===== config.mk =====
export PLATFORM = sky130hd
export DESIGN_NAME = pc_reg_flat
export DESIGN_NICKNAME = d
export VERILOG_FILES = /design/src/rtl/pc_reg_if.sv /design/src/rtl/pc_reg.sv /design/src/flat_wrapper.sv
export SDC_FILE = /design/constraint.sdc
export NUM_CORES = 1
export LEC_CHECK = 0
export CORE_AREA = 5 5 48 50
export DETAILED_ROUTE_END_ITERATION = 10
export DIE_AREA = 0 0 53 55
export DONT_BUFFER_PORTS = 1
export GPL_ROUTABILITY_DRIVEN = 0
export PLACE_DENSITY_LB_ADDON = 0.05
export REMOVE_ABC_BUFFERS = 1
export SLEW_MARGIN = 20
export SYNTH_ARGS = -nofsm -noshare
export SYNTH_HDL_FRONTEND = slang
export SYNTH_SLANG_ARGS = --single-unit

===== constraint.sdc =====
create_clock -name clk -period 2.5 [get_ports clk]
set_clock_uncertainty 0.1 [all_clocks]
set_input_delay 0.5 -clock clk [delete_from_list [all_inputs] [get_ports clk]]
set_output_delay 0.5 -clock clk [all_outputs]
set_load 0.005 [all_outputs]

===== src/rtl/pc_reg_if.sv =====
`default_nettype none
// ============================================================================
// Module   : pc_reg_if
// Brief    : Next-PC in / registered PC and status out, between fetch and PC reg.
// Revision : 1.0
// ============================================================================
interface pc_reg_if #(
  parameter int XLEN = 32
);
  logic [XLEN-1:0] old_pc;
  logic [XLEN-1:0] new_pc;
  logic            pc_valid;
  logic            pc_misaligned;

  // master = upstream next-PC logic, slave = the PC register itself
  modport master (
    output old_pc,
    input  new_pc,
    input  pc_valid,
    input  pc_misaligned
  );

  modport slave (
    input  old_pc,
    output new_pc,
    output pc_valid,
    output pc_misaligned
  );
endinterface : pc_reg_if
`default_nettype wire


===== src/rtl/pc_reg.sv =====
`default_nettype none
// ============================================================================
// Module   : pc_reg
// Brief    : Program-counter register with registered valid and misalign flags.
// Revision : 1.0
// ============================================================================
module pc_reg #(
  parameter int              XLEN         = 32,
  parameter logic [XLEN-1:0] RESET_VECTOR = '0
) (
  input  wire        clk,
  input  wire        reset,
  pc_reg_if.slave    pc_if
);

  localparam logic c_rv_misaligned = (RESET_VECTOR[1:0] != 2'b00);

  logic [XLEN-1:0] r_pc;
  logic            r_valid;
  logic            r_misaligned;

  // Low PC bits are kept as-is; misalignment is only flagged for the trap logic.
  always_ff @(posedge clk or posedge reset) begin
    if (reset) begin
      r_pc         <= RESET_VECTOR;
      r_valid      <= 1'b0;
      r_misaligned <= c_rv_misaligned;
    end else begin
      r_pc         <= pc_if.old_pc;
      r_valid      <= 1'b1;
      r_misaligned <= (pc_if.old_pc[1:0] != 2'b00);
    end
  end

  assign pc_if.new_pc        = r_pc;
  assign pc_if.pc_valid      = r_valid;
  assign pc_if.pc_misaligned = r_misaligned;

endmodule : pc_reg
`default_nettype wire


===== src/flat_wrapper.sv =====
// flat-port wrapper written by rule: the top's interface ports become plain ports
module pc_reg_flat 
#(
  parameter int              XLEN         = 32,
  parameter logic [XLEN-1:0] RESET_VECTOR = '0
)
  (clk, reset, pc_if_old_pc, pc_if_new_pc, pc_if_pc_valid, pc_if_pc_misaligned);
  pc_reg_if #(.XLEN(XLEN)) pc_if_i ();
  input  wire clk;
  input  wire reset;
  input wire logic [$bits(pc_if_i.old_pc)-1:0] pc_if_old_pc;
  output wire logic [$bits(pc_if_i.new_pc)-1:0] pc_if_new_pc;
  output wire logic [$bits(pc_if_i.pc_valid)-1:0] pc_if_pc_valid;
  output wire logic [$bits(pc_if_i.pc_misaligned)-1:0] pc_if_pc_misaligned;
  assign pc_if_i.old_pc = pc_if_old_pc;
  assign pc_if_new_pc = pc_if_i.new_pc;
  assign pc_if_pc_valid = pc_if_i.pc_valid;
  assign pc_if_pc_misaligned = pc_if_i.pc_misaligned;
  pc_reg #(.XLEN(XLEN), .RESET_VECTOR(RESET_VECTOR)) u_core (.clk(clk), .reset(reset), .pc_if(pc_if_i));
endmodule

---- Yosys cells after proc, flatten, opt, wreduce, memory -nomap -nowiden ----
Cells that the tools add are included.
storage, ports and cells
  output and inout port bits .............. 34
  register bits ........................... 34
  input port bits ......................... 34
cells by class
  reductions and logical operators ........ 1
operators by type and width
  operator            count
  2-bit nonzero test  1

---- Depth between registers and ports, before layout ----
Gate-level depths: netlist (run 1).
  depth in word-level cells ............... 1
  depth in mapped cells ................... 1

---- Least setup slack after synthesis (run 1) ----
OpenSTA, ideal clock, no wires.
  path kind ............................... flip-flop to output port
  start point ............................. register u_core.r_pc[0], in the netlist u_core.pc_if.new_pc[0]
  end point ............................... output port pc_if_new_pc[0]
  arrival time ............................ 0.349 ns
  setup slack ............................. 1.551 ns
  required time ........................... 1.900 ns
  stages on the path, launching flop included .. 1
  path buffers ............................ 0
  cell sequence ........................... dfrtp_1
RTL lines
  item                      RTL line            text
  start: declaration        pc_reg.sv:18        logic [XLEN-1:0] r_pc;
  start signal: assignment  pc_reg.sv:29        r_pc <= pc_if.old_pc;
  end: declaration          flat_wrapper.sv:12  output wire logic [$bits(pc_if_i.new_pc)-1:0] pc_if_new_pc;
No word-level cell between the ends.

---- Worst setup path after layout (run 1) ----
  start point ............................. register u_core.r_pc[3], in the netlist u_core.pc_if.new_pc[3]
  end point ............................... output port pc_if_new_pc[3]
No word-level cell between the ends.

==> summary.txt, run 1 <==
Synth
  • Post-Syn Area per Cell: 23.4 um^2
  • Post-synthesis cell area: 865 um^2
  • Yosys warning total: 0
  • Synth Instances: 37
  • Seq cells post-synth: 34
  • Post-synth cell types: 4
  • Seq/Total Area, Yosys: 98.4%

Timing
  • Endpoints failing setup: 0
  • Setup TNS: 0 ps
  • Period utilization: 52.3%
  • Max_slew headroom: 55.5%
  • Peak Freq: 765 MHz
  • Least-Margin Pin Slew: 667 ps
  • Final hold vios: 0
  • Fin crit period: 1310 ps
  • RSZ-0062 raised after global routing: no
  • Max-slew violation count: 0

Finish
  • Post-route cell area: 997 um^2
  • Ant. Diodes: 0
  • Final #Nets: 79
  • Share of cells above drive strength 1: 19.6%
  • Layout area overhead: 15.3%

Clock tree
  • CTS clk-pin slew, worst paths: 90 ps
  • CTS sink cnt: 34
  • CTS root buffer: clkbuf_4
  • CTS Buf Count: 5
  • H-Tree Depth: 2
  • CTS hold repair buffers: 0
  • CTS resizes: 0
  • Setup bufs post-CTS: 0
  • Maximum root-to-sink buffer count: 2
  • TritonCTS clock tree: yes

Min path
  • Hold crit path type: input pin to async pin

Route
  • Via count: 330
  • Via/cell ratio: 4.52
  • Remaining DRCs: 0
  • Routed wire length: 1.48 mm
  • Routed len/inst: 20.3 um
  • DRT Pass-1 Iters: 1
  • Iter 0 DRT Violations: 0
  • DRT antenna net count: 0

Worst setup path
  • Critical path arrival: 710 ps
  • Worst Path Required: 1900 ps
  • Worst setup path class: register to output pin
  • Critical path depth in cells: 0
  • Crit Path Max Fanout: 1
  • Critical Path End: pc_if_new_pc[3]
  • Crit path from: u_core.pc_if.new_pc[3]
  • Startpoint types: register
  • Worst setup EP type: output pin

Placed design
  • IO Port Bufs: 0
  • Placed Area: 918 um^2

Global route
  • Pin count of the biggest net entering global routing: 19
  • Aggregate global-route resource usage: 10.9%
  • Total gr overflow: 0
  • Vias in the first global route: 378
  • First-pass GRT wire length: 2.05 mm
  • Antenna violations before repair: 0

Floorplanning
  • Die height: 55 um
  • Die area: 2920 um^2
  • Die W: 53 um
  • I/O Pins: 68
  • Core footprint: 1860 um^2
  • Initial core utilization: 46.4%
  • Num rows: 16

Power
  • Sw frac: 17.9%
  • Peak VDD IR: 0.530 mV
  • Sequential share of power: 62.9%
  • Switch Pwr: 169 uW
  • Internal power: 773 uW
  • Static Leak: 0.459 nW
  • Gate power share: 1.5%
  • Clock power frac: 35.6%
  • PwrDens: 945 nW/um^2

Run status
  • Outcome: completed

Job
  • Maxcap violations: 0
placed cells by master (no fill, tap or decap), drive strengths merged:
| master | n |
|---|---|
| buf | 1 |
| clkbuf | 8 |
| conb | 1 |
| dfrtp | 34 |
| inv | 1 |
| or2 | 1 |
flip-flops by register name, indices dropped and copies added, names as in the netlist:
register and cells:
u_core.pc_if.pc_valid 1, u_core.pc_if.pc_misaligned 1, u_core.pc_if.new_pc 32
layer usage:
layer | up-vias | wire (um) | global-route usage (%)
met5 | - | 0 | 0
met4 | 0 | 19 | 5.11
met3 | 3 | 220 | 7.77
met2 | 39 | 831 | 19.2
met1 | 161 | 413 | 9.29
li1 | 127 | - | -
how the worst min path moves through the flow:
stage                    start                      end  slack [ps]  cells past startpoint
5_1_grt        pc_if_old_pc[3]   u_core.pc_if.new_pc[3]          80                      0
3_3_place_gp             reset   u_core.pc_if.new_pc[5]         390                      1
2_1_floorplan  pc_if_old_pc[0]   u_core.pc_if.new_pc[0]         430                      0
4_1_cts                  reset   u_core.pc_if.new_pc[7]          80                      1
3_5_place_dp             reset  u_core.pc_if.new_pc[12]         420                      1
6_report                 reset   u_core.pc_if.new_pc[7]          70                      1
cell families after synthesis:
family        synth area share [%]
buf+inv                      0.434
flops                         98.4
other cells                  0.434
simple gates                 0.724
Yosys cell counts:
master | count | share of area [%]
conb_1 | 1 | 0.43
dfrtp_1 | 34 | 98
inv_1 | 1 | 0.43
or2_1 | 1 | 0.72
per-stage QoR:
step | utilization [%] | total power [mW] | instances | hold WS (ps) | worst slack [ps]
after global routing | 53.6 | 0.989 | 73 | 75.7 | 1150
after detailed placement | 49.3 | 0.621 | 65 | 421 | 1350
after global placement | 49.3 | 0.619 | 65 | 395 | 1390
after floorplan | - | 0.608 | 37 | 431 | 1150
final | 53.6 | 0.942 | 73 | 69.9 | 1190
after CTS | 53.6 | 0.958 | 73 | 76.4 | 1170
layout make-up:
cell class / instances / area [um^2]
clock buffers: 8 / 78.8
fillers: 153 / 865
inverters: 1 / 3.75
multi-input cells: 2 / 10.0
flip-flops and latches: 34 / 851
well taps: 27 / 33.8
repair buffers: 1 / 20.0
power by group through the flow:
stage / sequential, mW / combinational, mW / clock [mW]
4_1_cts: 0.595 / 0.0146 / 0.349
3_3_place_gp: 0.605 / 0.0139 / 0
6_report: 0.593 / 0.0139 / 0.335
2_1_floorplan: 0.600 / 0.00874 / 0
5_1_grt: 0.596 / 0.0170 / 0.375
3_5_place_dp: 0.606 / 0.0146 / 0
Power figures use the tool's default switching activity.
==> inputs of run 2 (changes only) <==
clock period = 1.25 ns   (was 2.5 ns; I/O delays follow)
==> run 2 against run 1 <==
  * Combinational power increased to 7.8 times the previous value
  * Die area unchanged
  * Clock power increased by 100%
  * Flip-flop and latch count unchanged
  * Global-route usage increased by 1.0 points
  * Worst hold slack improved by 250 ps
  * Critical path depth unchanged
  * Core utilization increased by 17 points
==> summary.txt, run 2 (synthesis results as in run 1) <==
Finish
  • Final #Nets: 113 (was 79)
  • Fill cell count: 118 (was 153)
  • Ant. Diodes: 0 (unchanged)
  • Commonest non-fill, non-tap cell in the layout: dfrtp_1 (unchanged)
  • Most frequent cells in the layout: dfrtp_1 (34), dlygate4sd3_1 (33), clkbuf_4 (5) (was dfrtp_1 (34), clkbuf_4 (5), clkbuf_8 (3))
  • Largest register FFs: 32 (unchanged)
  • Post-route cell area: 1320 um^2 (was 997 um^2)
  • Share of cells above drive strength 1: 12.5% (was 19.6%)
  • Layout area overhead: 53.0% (was 15.3%)

Floorplanning
  • Num rows: 16 (unchanged)
  • Die height: 55 um (unchanged)
  • Die W: 53 um (unchanged)
  • Die area: 2920 um^2 (unchanged)
  • Initial core utilization: 46.4% (unchanged)
  • I/O Pins: 68 (unchanged)
  • Core footprint: 1860 um^2 (unchanged)

Worst setup path
  • Critical path arrival: 710 ps (about the same)
  • Crit path from: u_core.pc_if.new_pc[21] (was u_core.pc_if.new_pc[3])
  • Worst setup EP type: output pin (unchanged)
  • Worst setup path class: register to output pin (unchanged)
  • Worst Path Required: 900 ps (was 1900 ps)
  • Startpoint types: register (unchanged)
  • Critical path depth in cells: 0 (unchanged)
  • Critical Path End: pc_if_new_pc[21] (was pc_if_new_pc[3])
  • Crit Path Max Fanout: 1 (unchanged)

Power
  • Peak VDD IR: 1.37 mV (was 0.530 mV)
  • Static Leak: 0.597 nW (was 0.459 nW)
  • Final Power: 1.98 mW (was 942 uW)
  • PwrDens: 1490 nW/um^2 (was 945 nW/um^2)

Timing
  • Max-slew violation count: 0 (unchanged)
  • Endpoints failing setup: 0 (unchanged)
  • Period utilization: 84.6%
  • Final hold vios: 0 (unchanged)
  • Peak Freq: 946 MHz
  • Fin crit period: 1060 ps
  • Setup TNS: 0 ps (unchanged)
  • RSZ-0062 raised after global routing: no (unchanged)

Clock tree
  • TritonCTS clock tree: yes (unchanged)
  • CTS root buffer: clkbuf_4 (unchanged)
  • Maximum root-to-sink buffer count: 2 (unchanged)
  • CTS clk-pin slew, worst paths: 90 ps (about the same)
  • CTS Buf Count: 5 (unchanged)
  • H-Tree Depth: 2 (unchanged)
  • CTS sink cnt: 34 (unchanged)

Global route
  • Pin count of the biggest net entering global routing: 18 (was 19)
  • First-pass GRT wire length: 2.24 mm (was 2.05 mm)
  • Total gr overflow: 0 (unchanged)
  • Aggregate global-route resource usage: 12.0% (was 10.9%)
  • Vias in the first global route: 463 (was 378)
  • Antenna violations before repair: 0 (unchanged)

Route
  • Via count: 450 (was 330)
  • DRT Pass-1 Iters: 2 (was 1)
  • Via/cell ratio: 4.21 (was 4.52)
  • Routed len/inst: 15.6 um (was 20.3 um)
  • Iter 0 DRT Violations: 1 (was 0)
  • DRT antenna net count: 0 (unchanged)
  • Remaining DRCs: 0 (unchanged)
  • Routed wire length: 1.67 mm (was 1.48 mm)

Job
  • Maxcap violations: 0 (unchanged)

Run status
  • Outcome: completed (unchanged)

Placed design
  • Post-DP HPWL: 1.33 mm
  • IO Port Bufs: 0 (unchanged)
  • Placed Area: 913 um^2 (was 918 um^2)

Min path
  • Hold crit path type: input pin to async pin (unchanged)
## run 2: cell count changes in the layout (fill, tap and decap cells not counted), sizes merged
cell / change
dlygate4sd3: +33
buf: +1
## run 2: worst min-delay path by stage
stage               slack [ps]  depth (start not counted)                       to       startpoint
finish                     320                          3  u_core.pc_if.new_pc[31]            reset
global route               330                          3   u_core.pc_if.new_pc[7]            reset
CTS                        290                          3   u_core.pc_if.new_pc[7]            reset
detailed placement          90                          2   u_core.pc_if.new_pc[7]            reset
global placement            70                          2   u_core.pc_if.new_pc[5]            reset
floorplan                  180                          0   u_core.pc_if.new_pc[0]  pc_if_old_pc[0]
## run 2: power breakdown
| group | switching, mW | internal (mW) |
|---|---|---|
| sequential | 0.0314 | 1.15 |
| clock | 0.299 | 0.384 |
| combinational | 0.0348 | 0.0734 |
## run 2: metrics by stage
stage | hold slack, ps | utilization [%] | cells | setup slack, ps
3_5_place_dp | 85.8 | 49.1 | 66 | 524
6_report | 317 | 71.0 | 107 | 193
4_1_cts | 288 | 71.0 | 107 | 162
5_1_grt | 331 | 71.0 | 107 | 134
3_3_place_gp | 73.9 | 49.1 | 66 | 529
2_1_floorplan | 181 | - | 37 | 152
## run 2: layout make-up
| class | count | area, um^2 | area share (%) |
|---|---|---|---|
| timing repair buffer | 35 | 345 | 26.1 |
| sequential | 34 | 851 | 64.3 |
| inverter | 1 | 3.75 | 0.284 |
| multi-input combinational | 2 | 10.0 | 0.757 |
| tap | 27 | 33.8 | 2.55 |
| clock buffer | 8 | 78.8 | 5.96 |
## run 2: timing repair
action | in CTS | in global routing
gates resized for setup | 0 | 0
endpoints found under the hold margin | 67 | 0
hold buffers | 33 | 0
buffers inserted | 0 | 0
## run 2: per-layer routing
| metal | routed length [um] | vias up | global-route usage (%) |
|---|---|---|---|
| li1 | - | 194 | - |
| met1 | 487 | 219 | 9.69 |
| met2 | 979 | 37 | 23.6 |
| met3 | 198 | 0 | 6.97 |
| met4 | 0 | 0 | 3.83 |
| met5 | 0 | - | 0 |
